===== config.mk =====
export PLATFORM = sky130hd
export DESIGN_NAME = instr_fetch_unit_flat
export DESIGN_NICKNAME = d
export VERILOG_FILES = /design/src/rtl/instr_fetch_unit_pkg.sv /design/src/rtl/instr_fetch_unit_if.sv /design/src/rtl/instr_fetch_unit_pc_npc_reg.sv /design/src/rtl/instr_fetch_unit.sv /design/src/flat_wrapper.sv
export SDC_FILE = /design/constraint.sdc
export NUM_CORES = 1
export LEC_CHECK = 0
export BUFFER_PORTS_ARGS = -buffer_cell sky130_fd_sc_hd__buf_4
export CORE_AREA = 8 8 134 136
export DETAILED_ROUTE_END_ITERATION = 6
export DIE_AREA = 0 0 142 144
export GPL_TIMING_DRIVEN = 0
export PLACE_DENSITY = 0.64
export SLEW_MARGIN = 20
export SYNTH_ARGS = -nofsm -noshare
export SYNTH_HDL_FRONTEND = slang
export SYNTH_HIERARCHICAL = 1
export SYNTH_SLANG_ARGS = --single-unit

===== constraint.sdc =====
create_clock -name clk -period 2.2 [get_ports clk]
set_input_delay 0.44 -clock clk [delete_from_list [all_inputs] [get_ports clk]]
set_output_delay 0.44 -clock clk [all_outputs]
set_load 0.02 [all_outputs]

===== src/rtl/instr_fetch_unit_pkg.sv =====
// -----------------------------------------------------------------------------
// instr_fetch_unit_pkg
// Shared definitions for the SPARC instruction fetch stage:
//   - fetch_state_e   : fetch FSM state encoding
//   - RAM_READ_WORD   : RAM opcode for an instruction (ld word) read
//   - PC_INCR         : sequential PC/NPC increment (one 32-bit word)
//   - is_misaligned() : word-alignment test on a fetch address
// -----------------------------------------------------------------------------
package instr_fetch_unit_pkg;

  typedef enum logic [2:0] {
    ST_IDLE  = 3'd0,
    ST_REQ   = 3'd1,
    ST_WAIT  = 3'd2,
    ST_HOLD  = 3'd3,
    ST_FAULT = 3'd4
  } fetch_state_e;

  localparam logic [5:0]  RAM_READ_WORD = 6'b000000;
  localparam logic [31:0] PC_INCR       = 32'd4;

  // A fetch address must be word aligned.
  function automatic logic is_misaligned(input logic [31:0] addr);
    return (addr[1:0] != 2'b00);
  endfunction

endpackage


===== src/rtl/instr_fetch_unit_if.sv =====
// -----------------------------------------------------------------------------
// instr_fetch_unit_if
// Instruction-memory read bus between the fetch unit and RAM.
//   mem_addr   : fetch address (fetch unit -> RAM)
//   RAM_enable : read request, held until MFC (fetch unit -> RAM)
//   RAM_OpCode : RAM operation code (fetch unit -> RAM)
//   MFC        : memory function complete (RAM -> fetch unit)
//   mem_data   : read data, valid while MFC=1 (RAM -> fetch unit)
// Modports: master = fetch unit side, slave = RAM side.
// -----------------------------------------------------------------------------
interface instr_fetch_unit_if;

  logic [31:0] mem_addr;
  logic        RAM_enable;
  logic [5:0]  RAM_OpCode;
  logic        MFC;
  logic [31:0] mem_data;

  modport master (
    output mem_addr,
    output RAM_enable,
    output RAM_OpCode,
    input  MFC,
    input  mem_data
  );

  modport slave (
    input  mem_addr,
    input  RAM_enable,
    input  RAM_OpCode,
    output MFC,
    output mem_data
  );

endinterface


===== src/rtl/instr_fetch_unit_pc_npc_reg.sv =====
// -----------------------------------------------------------------------------
// pc_npc_reg
// SPARC PC/NPC register pair with delayed-branch update.
// Ports:
//   clk, reset   : clock, synchronous active-high reset
//   advance_i    : current instruction retired; PC <= NPC
//   taken_i      : with advance_i, control transfer taken (NPC <= target_i)
//   target_i     : branch target address
//   pc_o, npc_o  : current PC and next PC
// -----------------------------------------------------------------------------
module pc_npc_reg #(
  parameter logic [31:0] RESET_PC = 32'h0000_0000
) (
  input  logic        clk,
  input  logic        reset,
  input  logic        advance_i,
  input  logic        taken_i,
  input  logic [31:0] target_i,
  output logic [31:0] pc_o,
  output logic [31:0] npc_o
);
  import instr_fetch_unit_pkg::*;

  logic [31:0] pc_q,  pc_d;
  logic [31:0] npc_q, npc_d;

  // Next-state: on retire the old NPC becomes PC, so a taken branch still
  // executes its delay slot before reaching the target. Wraps mod 2^32.
  always_comb begin
    pc_d  = pc_q;
    npc_d = npc_q;
    if (advance_i) begin
      pc_d = npc_q;
      if (taken_i) begin
        npc_d = target_i;
      end else begin
        npc_d = npc_q + PC_INCR;
      end
    end else begin
      pc_d  = pc_q;
      npc_d = npc_q;
    end
  end

  // PC/NPC state registers.
  always_ff @(posedge clk) begin
    if (reset) begin
      pc_q  <= RESET_PC;
      npc_q <= RESET_PC + PC_INCR;
    end else begin
      pc_q  <= pc_d;
      npc_q <= npc_d;
    end
  end

  assign pc_o  = pc_q;
  assign npc_o = npc_q;

endmodule


===== src/rtl/instr_fetch_unit.sv =====
// -----------------------------------------------------------------------------
// instr_fetch_unit
// SPARC fetch stage: issues word reads at PC, waits for MFC, latches IR_Out
// and holds it until exec_done, then advances PC/NPC (delayed branch).
// Misaligned PC or MFC timeout raises a sticky fetch_fault (terminal state).
// Ports:
//   clk, reset      : clock, synchronous active-high reset
//   mem             : memory read bus (master side: mem_addr, RAM_enable,
//                     RAM_OpCode out; MFC, mem_data in)
//   exec_done       : 1-cycle pulse, current IR_Out executed
//   branch_taken    : qualifies exec_done, control transfer taken
//   branch_target   : target address sampled with exec_done
//   stall           : hold in IDLE, no new fetch
//   IR_Out          : instruction register
//   ir_valid        : IR_Out holds a fetched, unexecuted instruction
//   PC, NPC         : program counter pair
//   fetch_fault     : sticky misalignment / timeout flag
// -----------------------------------------------------------------------------
module instr_fetch_unit #(
  parameter logic [31:0] RESET_PC      = 32'h0000_0000,
  parameter int unsigned MFC_TIMEOUT   = 255,
  parameter logic [5:0]  RAM_READ_WORD = 6'b000000
) (
  input  logic        clk,
  input  logic        reset,
  instr_fetch_unit_if.master mem,
  input  logic        exec_done,
  input  logic        branch_taken,
  input  logic [31:0] branch_target,
  input  logic        stall,
  output logic [31:0] IR_Out,
  output logic        ir_valid,
  output logic [31:0] PC,
  output logic [31:0] NPC,
  output logic        fetch_fault
);
  import instr_fetch_unit_pkg::*;

  // Counter holds the number of WAIT cycles already spent without MFC; the
  // fault fires at the end of the MFC_TIMEOUT-th such cycle.
  localparam logic [7:0] TIMEOUT_LAST = 8'(MFC_TIMEOUT - 1);

  fetch_state_e state_q, state_d;
  logic [7:0]   cnt_q, cnt_d;
  logic         fault_q, fault_d;
  logic [31:0]  ir_q, ir_d;
  logic         ir_valid_q;
  logic         ram_en_q;
  logic [5:0]   opcode_q;
  logic [31:0]  addr_q, addr_d;
  logic         advance_s;
  logic         req_next_s;
  logic [31:0]  pc_s;
  logic [31:0]  npc_s;

  pc_npc_reg #(
    .RESET_PC (RESET_PC)
  ) u_pc_npc (
    .clk       (clk),
    .reset     (reset),
    .advance_i (advance_s),
    .taken_i   (branch_taken),
    .target_i  (branch_target),
    .pc_o      (pc_s),
    .npc_o     (npc_s)
  );

  // exec_done only retires an instruction while it is held in HOLD.
  assign advance_s = (state_q == ST_HOLD) && exec_done;

  // Next-state, timeout counter, fault flag and IR capture.
  always_comb begin
    state_d = state_q;
    cnt_d   = cnt_q;
    fault_d = fault_q;
    ir_d    = ir_q;
    case (state_q)
      ST_IDLE: begin
        if (stall) begin
          state_d = ST_IDLE;
        end else if (is_misaligned(pc_s)) begin
          state_d = ST_FAULT;
          fault_d = 1'b1;
        end else begin
          state_d = ST_REQ;
        end
      end
      ST_REQ: begin
        cnt_d   = 8'd0;
        state_d = ST_WAIT;
      end
      ST_WAIT: begin
        if (mem.MFC) begin
          ir_d    = mem.mem_data;
          state_d = ST_HOLD;
        end else if (cnt_q == TIMEOUT_LAST) begin
          fault_d = 1'b1;
          state_d = ST_FAULT;
        end else begin
          cnt_d = cnt_q + 8'd1;
        end
      end
      ST_HOLD: begin
        if (exec_done) begin
          state_d = ST_IDLE;
        end else begin
          state_d = ST_HOLD;
        end
      end
      ST_FAULT: begin
        state_d = ST_FAULT;
      end
      default: begin
        // An unreachable encoding is treated as a fault and parked.
        state_d = ST_FAULT;
        fault_d = 1'b1;
      end
    endcase
  end

  // The read request is active in REQ and WAIT; outputs are registered off
  // the next state so they line up with the state they describe.
  assign req_next_s = (state_d == ST_REQ) || (state_d == ST_WAIT);

  // Fetch address is captured from PC as the request is launched.
  always_comb begin
    if (state_q == ST_IDLE && state_d == ST_REQ) begin
      addr_d = pc_s;
    end else begin
      addr_d = addr_q;
    end
  end

  // FSM state and registered outputs.
  always_ff @(posedge clk) begin
    if (reset) begin
      state_q    <= ST_IDLE;
      cnt_q      <= 8'd0;
      fault_q    <= 1'b0;
      ir_q       <= 32'h0000_0000;
      ir_valid_q <= 1'b0;
      ram_en_q   <= 1'b0;
      opcode_q   <= 6'd0;
      addr_q     <= RESET_PC;
    end else begin
      state_q    <= state_d;
      cnt_q      <= cnt_d;
      fault_q    <= fault_d;
      ir_q       <= ir_d;
      ir_valid_q <= (state_d == ST_HOLD);
      ram_en_q   <= req_next_s;
      opcode_q   <= req_next_s ? RAM_READ_WORD : 6'd0;
      addr_q     <= addr_d;
    end
  end

  assign mem.mem_addr   = addr_q;
  assign mem.RAM_enable = ram_en_q;
  assign mem.RAM_OpCode = opcode_q;
  assign IR_Out         = ir_q;
  assign ir_valid       = ir_valid_q;
  assign PC             = pc_s;
  assign NPC            = npc_s;
  assign fetch_fault    = fault_q;

endmodule


===== src/flat_wrapper.sv =====
// flat-port wrapper written by rule: the top's interface ports become plain ports
module instr_fetch_unit_flat import instr_fetch_unit_pkg::*;
#(
  parameter logic [31:0] RESET_PC      = 32'h0000_0000,
  parameter int unsigned MFC_TIMEOUT   = 255,
  parameter logic [5:0]  RAM_READ_WORD = 6'b000000
)
  (clk, reset, exec_done, branch_taken, branch_target, stall, IR_Out, ir_valid, PC, NPC, fetch_fault, mem_mem_addr, mem_RAM_enable, mem_RAM_OpCode, mem_MFC, mem_mem_data);
  instr_fetch_unit_if mem_i ();
  input  logic clk;
  input  logic reset;
  input  logic exec_done;
  input  logic branch_taken;
  input  logic [31:0] branch_target;
  input  logic stall;
  output logic [31:0] IR_Out;
  output logic ir_valid;
  output logic [31:0] PC;
  output logic [31:0] NPC;
  output logic fetch_fault;
  output wire logic [$bits(mem_i.mem_addr)-1:0] mem_mem_addr;
  output wire logic [$bits(mem_i.RAM_enable)-1:0] mem_RAM_enable;
  output wire logic [$bits(mem_i.RAM_OpCode)-1:0] mem_RAM_OpCode;
  input wire logic [$bits(mem_i.MFC)-1:0] mem_MFC;
  input wire logic [$bits(mem_i.mem_data)-1:0] mem_mem_data;
  assign mem_mem_addr = mem_i.mem_addr;
  assign mem_RAM_enable = mem_i.RAM_enable;
  assign mem_RAM_OpCode = mem_i.RAM_OpCode;
  assign mem_i.MFC = mem_MFC;
  assign mem_i.mem_data = mem_mem_data;
  instr_fetch_unit #(.RESET_PC(RESET_PC), .MFC_TIMEOUT(MFC_TIMEOUT), .RAM_READ_WORD(RAM_READ_WORD)) u_core (.clk(clk), .reset(reset), .mem(mem_i), .exec_done(exec_done), .branch_taken(branch_taken), .branch_target(branch_target), .stall(stall), .IR_Out(IR_Out), .ir_valid(ir_valid), .PC(PC), .NPC(NPC), .fetch_fault(fetch_fault));
endmodule

# Word-level counts from Yosys, hierarchy flattened
# Cells that the tools add are included.
[totals]
register_bits = 142
[op_classes]
n_addsub = 2
eq_ne = 13
muxes = 15
bitwise = 1
reduce_logical = 10
[ops]
columns = ["cell", "n"]
rows = [
  ["$add A32 B3 Y32 const B", 1],
  ["$mux W32", 1],
  ["$mux W8", 2],
  ["$pmux W8 S2", 1],
  ["$eq A3 B2 Y1 const B", 4],
  ["$mux W3", 4],
  ["$pmux W3 S4", 1],
  ["$add A8 B1 Y8 const B", 1],
  ["$eq A8 B8 Y1 const B", 1],
  ["$eq A3 B1 Y1 const B", 2],
  ["$ne A2 B2 Y1 const B", 3],
  ["$reduce_and A5 Y1", 1],
  ["$mux W1", 4],
  ["$ne A2 B1 Y1 const B", 2],
  ["$reduce_bool A2 Y1", 2],
  ["$eq A3 B3 Y1 const B", 1],
  ["$logic_not A3 Y1", 1],
  ["$pmux W1 S3", 1],
  ["$reduce_and A3 Y1", 1],
  ["$reduce_or A3 Y1", 1],
  ["$logic_and A1 B1 Y1", 2],
  ["$mux W2", 1],
  ["$reduce_and A2 Y1", 1],
  ["$logic_or A1 B1 Y1", 1],
  ["$not A1 Y1", 1],
]

# Logic depth before layout (Yosys ltp)
# Gate-level depths: netlist of the first run.
[logic_depth]
ltp_word = 6
ltp_mapped = 8
depth_no_buf = 6

# Hierarchy
# Netlist of the first run, hierarchy kept.
[modules_own_cells]
columns = ["mod", "instances", "cells_each", "area_each_um2", "seq_area_each_um2"]
rows = [
  ["pc_npc_reg", 1, 367, 3216.8, 1281.2],
  ["instr_fetch_unit", 1, 372, 2990.4, 1561.5],
]

# Worst setup path before layout of the first run
# No wires, ideal clock.
[synth_timing]
path_kind = "register -> register"
from = "register u_core.u_pc_npc.npc_q[2] (netlist: u_core/u_pc_npc/npc_o[2])"
to = "register u_core.u_pc_npc.npc_q[14] (netlist: u_core/u_pc_npc/npc_o[14])"
arrival_time_ns = 1.805
t_required_ns = 2.126
slack_ns = 0.321
path_stages_with_launch = 8
path_buffers = 1
period_less_slack_ns = 1.879
cell_sequence = "dfxtp_1 ha_1 and4_1 buf_4 and3_4 nand3_1 or3_1 a31oi_1"
[synth_between]
elab_chain_cells = 2
[synth_lines]
columns = ["item", "line_no", "source"]
rows = [
  ["start: declaration", "instr_fetch_unit_pc_npc_reg.sv:25", "logic [31:0] npc_q, npc_d;"],
  ["start signal: assignment", "instr_fetch_unit_pc_npc_reg.sv:49", "npc_q <= RESET_PC + PC_INCR;"],
  ["start signal: assignment", "instr_fetch_unit_pc_npc_reg.sv:52", "npc_q <= npc_d;"],
  ["$add A32 B3 Y32", "instr_fetch_unit_pc_npc_reg.sv:37", "npc_d = npc_q + PC_INCR;"],
  ["$mux W32", "instr_fetch_unit_pc_npc_reg.sv:34", "if (taken_i) begin"],
]
# Every way passes these cells.
# A chain may end at the register's enable or synchronous reset.

# Final worst setup path of the first run
[layout_timing]
from = "register u_core.u_pc_npc.npc_q[2] (netlist: u_core/u_pc_npc/npc_o[2])"
to = "register u_core.u_pc_npc.npc_q[16] (netlist: u_core/u_pc_npc/npc_o[16])"
# Same word-level chain as after synthesis.

==> results of run 1 <==
[routing by layer]
metal | global-route usage | wire length (um) | vias to the layer above | share of wire
li1 | - | - | 3042 | -
met1 | 0.2455 | 8898 | 2870 | 0.42
met2 | 0.3355 | 10030 | 264 | 0.47
met3 | 0.06405 | 1884 | 41 | 0.088
met4 | 0.1018 | 576 | 2 | 0.027
met5 | 0 | 10 | - | 0.00047
[cell type report]
| type | count | area, um^2 |
|---|---|---|
| flip-flops and latches | 142 | 2843 |
| repair buffers | 199 | 1494 |
| plain buffers | 60 | 349.1 |
| well taps | 220 | 275.3 |
| inverters | 10 | 37.54 |
| multi-input cells | 532 | 3032 |
| fillers | 1591 | 7443 |
| clock inverters | 10 | 86.33 |
| clock buffers | 22 | 494.2 |
[kinds of logic (layout without fill, tap and decap cells)]
logic type	after synthesis	in the layout	share of synthesized area
compound gates	174	174	0.1689
buf+inv	70	301	0.06087
fa+ha+maj	3	3	0.006048
flops	142	142	0.4580
simple gates	306	306	0.2360
mux	43	43	0.06954
other cells	1	6	0.0006041
[power by group through the flow]
stage / logic, mW / registers [mW] / clock network [mW]
6_report: 0.663 / 2.67 / 2.77
5_1_grt: 0.723 / 2.67 / 2.95
4_1_cts: 0.665 / 2.67 / 2.85
3_5_place_dp: 0.661 / 2.72 / 0
3_3_place_gp: 0.659 / 2.72 / 0
2_1_floorplan: 0.316 / 2.77 / 0
[placed cells by master, fill, tap and decap left out, types with 7 or more instances in the layout]
cell type and n:
buf_4 209, or3_1 8, nor2_1 59, a211oi_1 7
o21ai_0 17, and3_1 8, nand3_1 19, nand2_1 151
a22oi_1 12, a21oi_1 92, mux2i_1 42, a31oi_1 8
clkbuf_8 9, nand4_1 13, buf_2 14, clkbuf_1 25
clkbuf_16 17, dfxtp_1 142, inv_1 10
[how the worst max path moves through the flow]
stage	start	endpoint	slack, ps
6_report	u_core/u_pc_npc/npc_o[2]$_SDFFE_PP1P_	u_core/u_pc_npc/npc_o[16]$_SDFFE_PP0P_	120
3_5_place_dp	u_core/state_q[2]$_SDFF_PP0_	u_core/u_pc_npc/npc_o[6]$_SDFFE_PP0P_	-240
4_1_cts	u_core/state_q[2]$_SDFF_PP0_	u_core/u_pc_npc/npc_o[7]$_SDFFE_PP0P_	120
5_1_grt	u_core/state_q[2]$_SDFF_PP0_	u_core/u_pc_npc/pc_o[20]$_SDFFE_PP0P_	3
2_1_floorplan	u_core/u_pc_npc/npc_o[2]$_SDFFE_PP1P_	u_core/u_pc_npc/npc_o[14]$_SDFFE_PP0P_	320
3_3_place_gp	u_core/state_q[2]$_SDFF_PP0_	u_core/u_pc_npc/npc_o[6]$_SDFFE_PP0P_	-250
[per-stage QoR]
step	hold slack, ps	util
6_report	271.0	0.5364
5_1_grt	269.3	0.5364
4_1_cts	249.5	0.5350
3_5_place_dp	444.9	0.4980
3_3_place_gp	436.8	0.4980
2_1_floorplan	443.6	-
[state kept, by name, summed over array words and instances (netlist names)]
signal                 flops
u_core/ir_valid            1
u_core/IR_Out             32
u_core/state_q             3
u_core/mem.mem_addr       32
u_core/mem.RAM_enable      1
u_core/cnt_q               8
u_core/u_pc_npc/npc_o     32
u_core/u_pc_npc/pc_o      32
u_core/fetch_fault         1
[worst register-to-register path, delay by kind of cell (launching register included)]
kind / cells / cell delay, ps
and+or+nand+nor: 3 / 960
adders and majority gates: 1 / 260
AOI/OAI and AO/OA: 1 / 140
buffers and inverters: 1 / 170
DFF: 1 / 470
==> flow_metrics.env, run 1 <==
export IMPL_run_status="completed"
export IMPL_hold_violations=0
export IMPL_wl_per_cell_um=17.91
export IMPL_p_sw_mw=1.512
export IMPL_finalSetupViolations=0
export IMPL_cap_viol_max_count=0
export IMPL_rsz0062_at_grt="false"
export IMPL_yosysSeqAreaShare=0.4580
export IMPL_h_tree_depth=4
export IMPL_post_synth_cell_area_avg_um2=8.399
export IMPL_netlist_instances=739
export IMPL_design_area_mm2=0.008611
export IMPL_ff2ff_path_depth=6
export IMPL_worstMarginPinSlew_ps=696.3
export IMPL_syn_area_mm2=0.006207
export IMPL_p_total_mw=6.099
export IMPL_gr_total_overflow=0
export IMPL_clock_latency_ps=420
export IMPL_die_w_um=142
export IMPL_cts_sinks=142
export IMPL_ys_types=66
export IMPL_irDropWorstVdd_v=0.0005808
export IMPL_crit_buf_inv=1
export IMPL_die_h_um=144
export IMPL_die_area_mm2=0.02045
export IMPL_crit_fanout=9
export IMPL_crit_type="flop to flop"
export IMPL_drc=0
export IMPL_crit_chain="ha_1 -> and4_1 -> buf_4 -> nand3_1 -> or4_1 -> a31oi_1"
export IMPL_synth_commonest_cells="nand2_1 (151), dfxtp_1 (142), a21oi_1 (92)"
export IMPL_viasPerCell=5.204
export IMPL_hpwlAfterDp_um=16180
export IMPL_critical_path_required_ps=2550
export IMPL_start_kind="flop"
export IMPL_ant_nets=0
export IMPL_slowest_delay_ps=480
export IMPL_cts_tree="built"
export IMPL_setup_ws_ps=122.3
export IMPL_num_rows=47
export IMPL_min_path_cells=3
export IMPL_ys_warn_count=6
export IMPL_nets=1035
export IMPL_area_growth_syn_to_layout_pct=38.72
export IMPL_port_buffers=199
export IMPL_cp_arrival_ps=2420
export IMPL_synth_edff_count=0
export IMPL_cts_resized=4
export IMPL_numCtsBuffers=17
export IMPL_grt_start_max_net_pins=17
export IMPL_synthFlopType="dfxtp_1"
export IMPL_synth_most_common_cell="nand2_1"
export IMPL_drtIter0Drc=464
export IMPL_finalClockSkew_ps=6.345
export IMPL_routabilityCongestion=0.9285
export IMPL_via_count=6219
export IMPL_max_freq_mhz=481.3
export IMPL_async_flop_share=0
export IMPL_pwr_share_comb=0.109
export IMPL_antennaDiodeCount=0
export IMPL_start_util=0.3866
export IMPL_core_area_mm2=0.01605
export IMPL_dp_cells=1163
export IMPL_drv_slew=0
export IMPL_crit_cells=6
export IMPL_boundaryPins=207
export IMPL_seq_power_share=0.438
export IMPL_cts_setup_buffers=0
export IMPL_cts_path_max_buffers=2
export IMPL_synth_top_area_share=0.4580
export IMPL_ys_top_cells_by_area="dfxtp_1 (46%), nand2_1 (9.1%), a21oi_1 (7.4%), mux2i_1 (6.8%), nor2_1 (3.6%)"
export IMPL_firstDrtPassIters=4
export IMPL_grt_usage=0.2073
export IMPL_dp_slack_ps=-239.9
export IMPL_end_kind="flop"
export IMPL_wl_um=21400
export IMPL_r2r_end="u_core/u_pc_npc/npc_o[16]$_SDFFE_PP0P_"
export IMPL_finalCritPeriodShare=0.9444
export IMPL_powerDensity_mw_per_mm2=708.4
export IMPL_crit_family="simple AND/OR/NAND/NOR gates"
export IMPL_p_clk_frac=0.454
export IMPL_r2r_slack_ps=120
export IMPL_r2r_start="u_core/u_pc_npc/npc_o[2]$_SDFFE_PP1P_"
export IMPL_drive_gt1_frac=0.2933
export IMPL_clkTransAtPathRegs_ps=60
export IMPL_ys_ff_latch=142
export IMPL_placed_area_mm2=0.007995
export IMPL_worstHoldPathType="input pin to flop"
export IMPL_yosys_area_top_type="dfxtp_1"
export IMPL_grt_pass1_vias=5889
export IMPL_leakage_nw=3.436
export IMPL_internal_power_mw=4.588
export IMPL_ctsHoldBuffers=0
export IMPL_period_minus_slack_ps=2078
export IMPL_antenna_found_initial=1
export IMPL_grt_pass1_wl_um=32820
export IMPL_fin_cells=1195
export IMPL_min_to="u_core/IR_Out[21]$_SDFFE_PP0P_"
export IMPL_p_sw_frac=0.2479
export IMPL_relSlewSlack=0.5358
export IMPL_crit_slowest_cell="or4_1"
export IMPL_min_from="mem_mem_data[21]"
export IMPL_tns_ps=0
export IMPL_cts_root_buf="clkbuf_16"
Power figures use the tool's default switching activity.
==> run 2, diff against run 1 <==
--- a/config.mk
+++ b/config.mk
@@ -7,6 +7,7 @@
 export LEC_CHECK = 0
 export BUFFER_PORTS_ARGS = -buffer_cell sky130_fd_sc_hd__buf_4
 export CORE_AREA = 8 8 134 136
+export CTS_BUF_LIST = sky130_fd_sc_hd__clkbuf_16
 export DETAILED_ROUTE_END_ITERATION = 6
 export DIE_AREA = 0 0 142 144
 export GPL_TIMING_DRIVEN = 0
==> flow_metrics.env, run 2 (synthesized netlist as in run 1, its figures left out) <==
export IMPL_run_status="completed"
export IMPL_end_kind="flop"
export IMPL_routabilityCongestion=0.9285
export IMPL_antennaDiodeCount=0
export IMPL_hpwlAfterDp_um=16180
export IMPL_period_minus_slack_ps=2055
export IMPL_start_util=0.3866
export IMPL_hold_violations=0
export IMPL_finalCritPeriodShare=0.9339
export IMPL_crit_fanout=9
export IMPL_core_area_mm2=0.01605
export IMPL_slowest_delay_ps=470
export IMPL_cts_path_max_buffers=2
export IMPL_grt_usage=0.2077
export IMPL_port_buffers=199
export IMPL_wl_um=21490
export IMPL_numCtsBuffers=17
export IMPL_start_kind="flop"
export IMPL_max_freq_mhz=486.7
export IMPL_crit_family="simple AND/OR/NAND/NOR gates"
export IMPL_drtIter0Drc=483
export IMPL_ant_nets=0
export IMPL_ff_latch_area_mm2=0.002843
export IMPL_clock_latency_ps=420
export IMPL_finalSetupViolations=0
export IMPL_cts_sinks=142
export IMPL_dp_cells=1163
export IMPL_die_area_mm2=0.02045
export IMPL_boundaryPins=207
export IMPL_rsz0062_at_grt="false"
export IMPL_critical_path_required_ps=2550
export IMPL_die_h_um=144
export IMPL_crit_slowest_cell="dfxtp_1"
export IMPL_via_count=6170
export IMPL_mostFrequentLayoutCells="buf_4 (209), nand2_1 (151), dfxtp_1 (142)"
export IMPL_clkTransAtPathRegs_ps=60
export IMPL_cts_root_buf="clkbuf_16"
export IMPL_min_path_cells=3
export IMPL_firstDrtPassIters=5
export IMPL_fin_util=0.5333
export IMPL_num_rows=47
export IMPL_layout_commonest_cell="buf_4"
export IMPL_crit_chain="ha_1 -> and4_1 -> buf_4 -> and3_4 -> nand3_1 -> or3_1 -> a31oi_1"
export IMPL_wl_per_cell_um=17.98
export IMPL_drive_gt1_frac=0.2892
export IMPL_relSlewSlack=0.5389
export IMPL_irDropWorstVdd_v=0.0005865
export IMPL_cp_arrival_ps=2400
export IMPL_powerDensity_mw_per_mm2=691.8
export IMPL_antenna_found_initial=1
export IMPL_grt_pass1_wl_um=32870
export IMPL_grt_pass1_vias=5908
export IMPL_area_growth_syn_to_layout_pct=37.94
export IMPL_cap_viol_max_count=0
export IMPL_design_area_mm2=0.008562
export IMPL_crit_cells=7
export IMPL_cts_tree="built"
export IMPL_multi_input_area_mm2=0.003033
export IMPL_finalClockSkew_ps=7.085
export IMPL_fin_cells=1195
export IMPL_worstMarginPinSlew_ps=691.7
export IMPL_grt_start_max_net_pins=17
export IMPL_h_tree_depth=4
export IMPL_drc=0
export IMPL_viasPerCell=5.163
export IMPL_nets=1035
export IMPL_gr_total_overflow=0
export IMPL_die_w_um=142
export IMPL_worstHoldPathType="input pin to flop"
export IMPL_fillers=1605
export IMPL_drv_slew=0
export IMPL_placed_area_mm2=0.007995
export IMPL_crit_type="flop to flop"
export IMPL_ff2ff_path_depth=7
export IMPL_crit_buf_inv=1
export IMPL_leakage_nw=3.407
run 2: changes by cell type in the layout (fill, tap and decap cells not counted), sizes merged:
| cell | previous run | this run |
|---|---|---|
| clkinv | 6 | 11 |
| clkbuf | 54 | 49 |
run 2: per-layer routing:
layer,vias up,part of all wire,global-route usage
li1,3043,-,-
met1,2848,0.42,0.2441
met2,245,0.47,0.3385
met3,32,0.087,0.07098
met4,2,0.024,0.08988
met5,-,0.00047,0
run 2: report_power, final:
group	internal [mW]	switching, mW	leakage [nW]
Clock	1.52	1.07	0.256
Combinational	0.268	0.396	2.01
Sequential	2.62	0.0447	1.15
run 2: final timing paths:
kind / start / end / slack (ps)
hold / removal: mem_mem_data[21] / u_core/IR_Out[21]$_SDFFE_PP0P_ / 270
setup / recovery: u_core/u_pc_npc/npc_o[2]$_SDFFE_PP1P_ / u_core/u_pc_npc/npc_o[14]$_SDFFE_PP0P_ / 150
setup reg to reg: u_core/u_pc_npc/npc_o[2]$_SDFFE_PP1P_ / u_core/u_pc_npc/npc_o[14]$_SDFFE_PP0P_ / 150
hold reg to reg: u_core/fetch_fault$_SDFFE_PP0P_ / u_core/fetch_fault$_SDFFE_PP0P_ / 450
run 2: through the flow:
stage / TNS [ps] / hold slack (ps) / power [mW] / setup WS (ps)
2_1_floorplan: 0 / 443.6 / 3.084 / 320.6
3_3_place_gp: -4203 / 436.8 / 3.381 / -248.1
3_5_place_dp: -3762 / 444.9 / 3.386 / -239.9
4_1_cts: 0 / 249.5 / 6.001 / 115.6
5_1_grt: 0 / 268.0 / 6.168 / 11.33
6_report: 0 / 268.9 / 5.923 / 145.3
run 2: final cells by class:
class                           count  share of cell area
Multi-Input combinational cell    532              0.3542
Buffer                             60             0.04077
Timing Repair Buffer              199              0.1745
Clock buffer                       17             0.04969
Sequential cell                   142              0.3320
Clock inverter                     15             0.01228
Tap cell                          220             0.03215
Inverter                           10            0.004384
run 2: timing repair:
item	4_1_cts	5_1_grt
hold buffers	0	0
endpoints found under the setup margin	21	16
resized for setup	4	8
buffers inserted	0	0
hold endpoints to repair	0	0
run 2: worst register-to-register path: stages (launching register included):
cell,delay (ps)
dfxtp_1,470
ha_1,260
and4_1,210
buf_4,170
and3_4,230
nand3_1,130
or3_1,340
a31oi_1,170
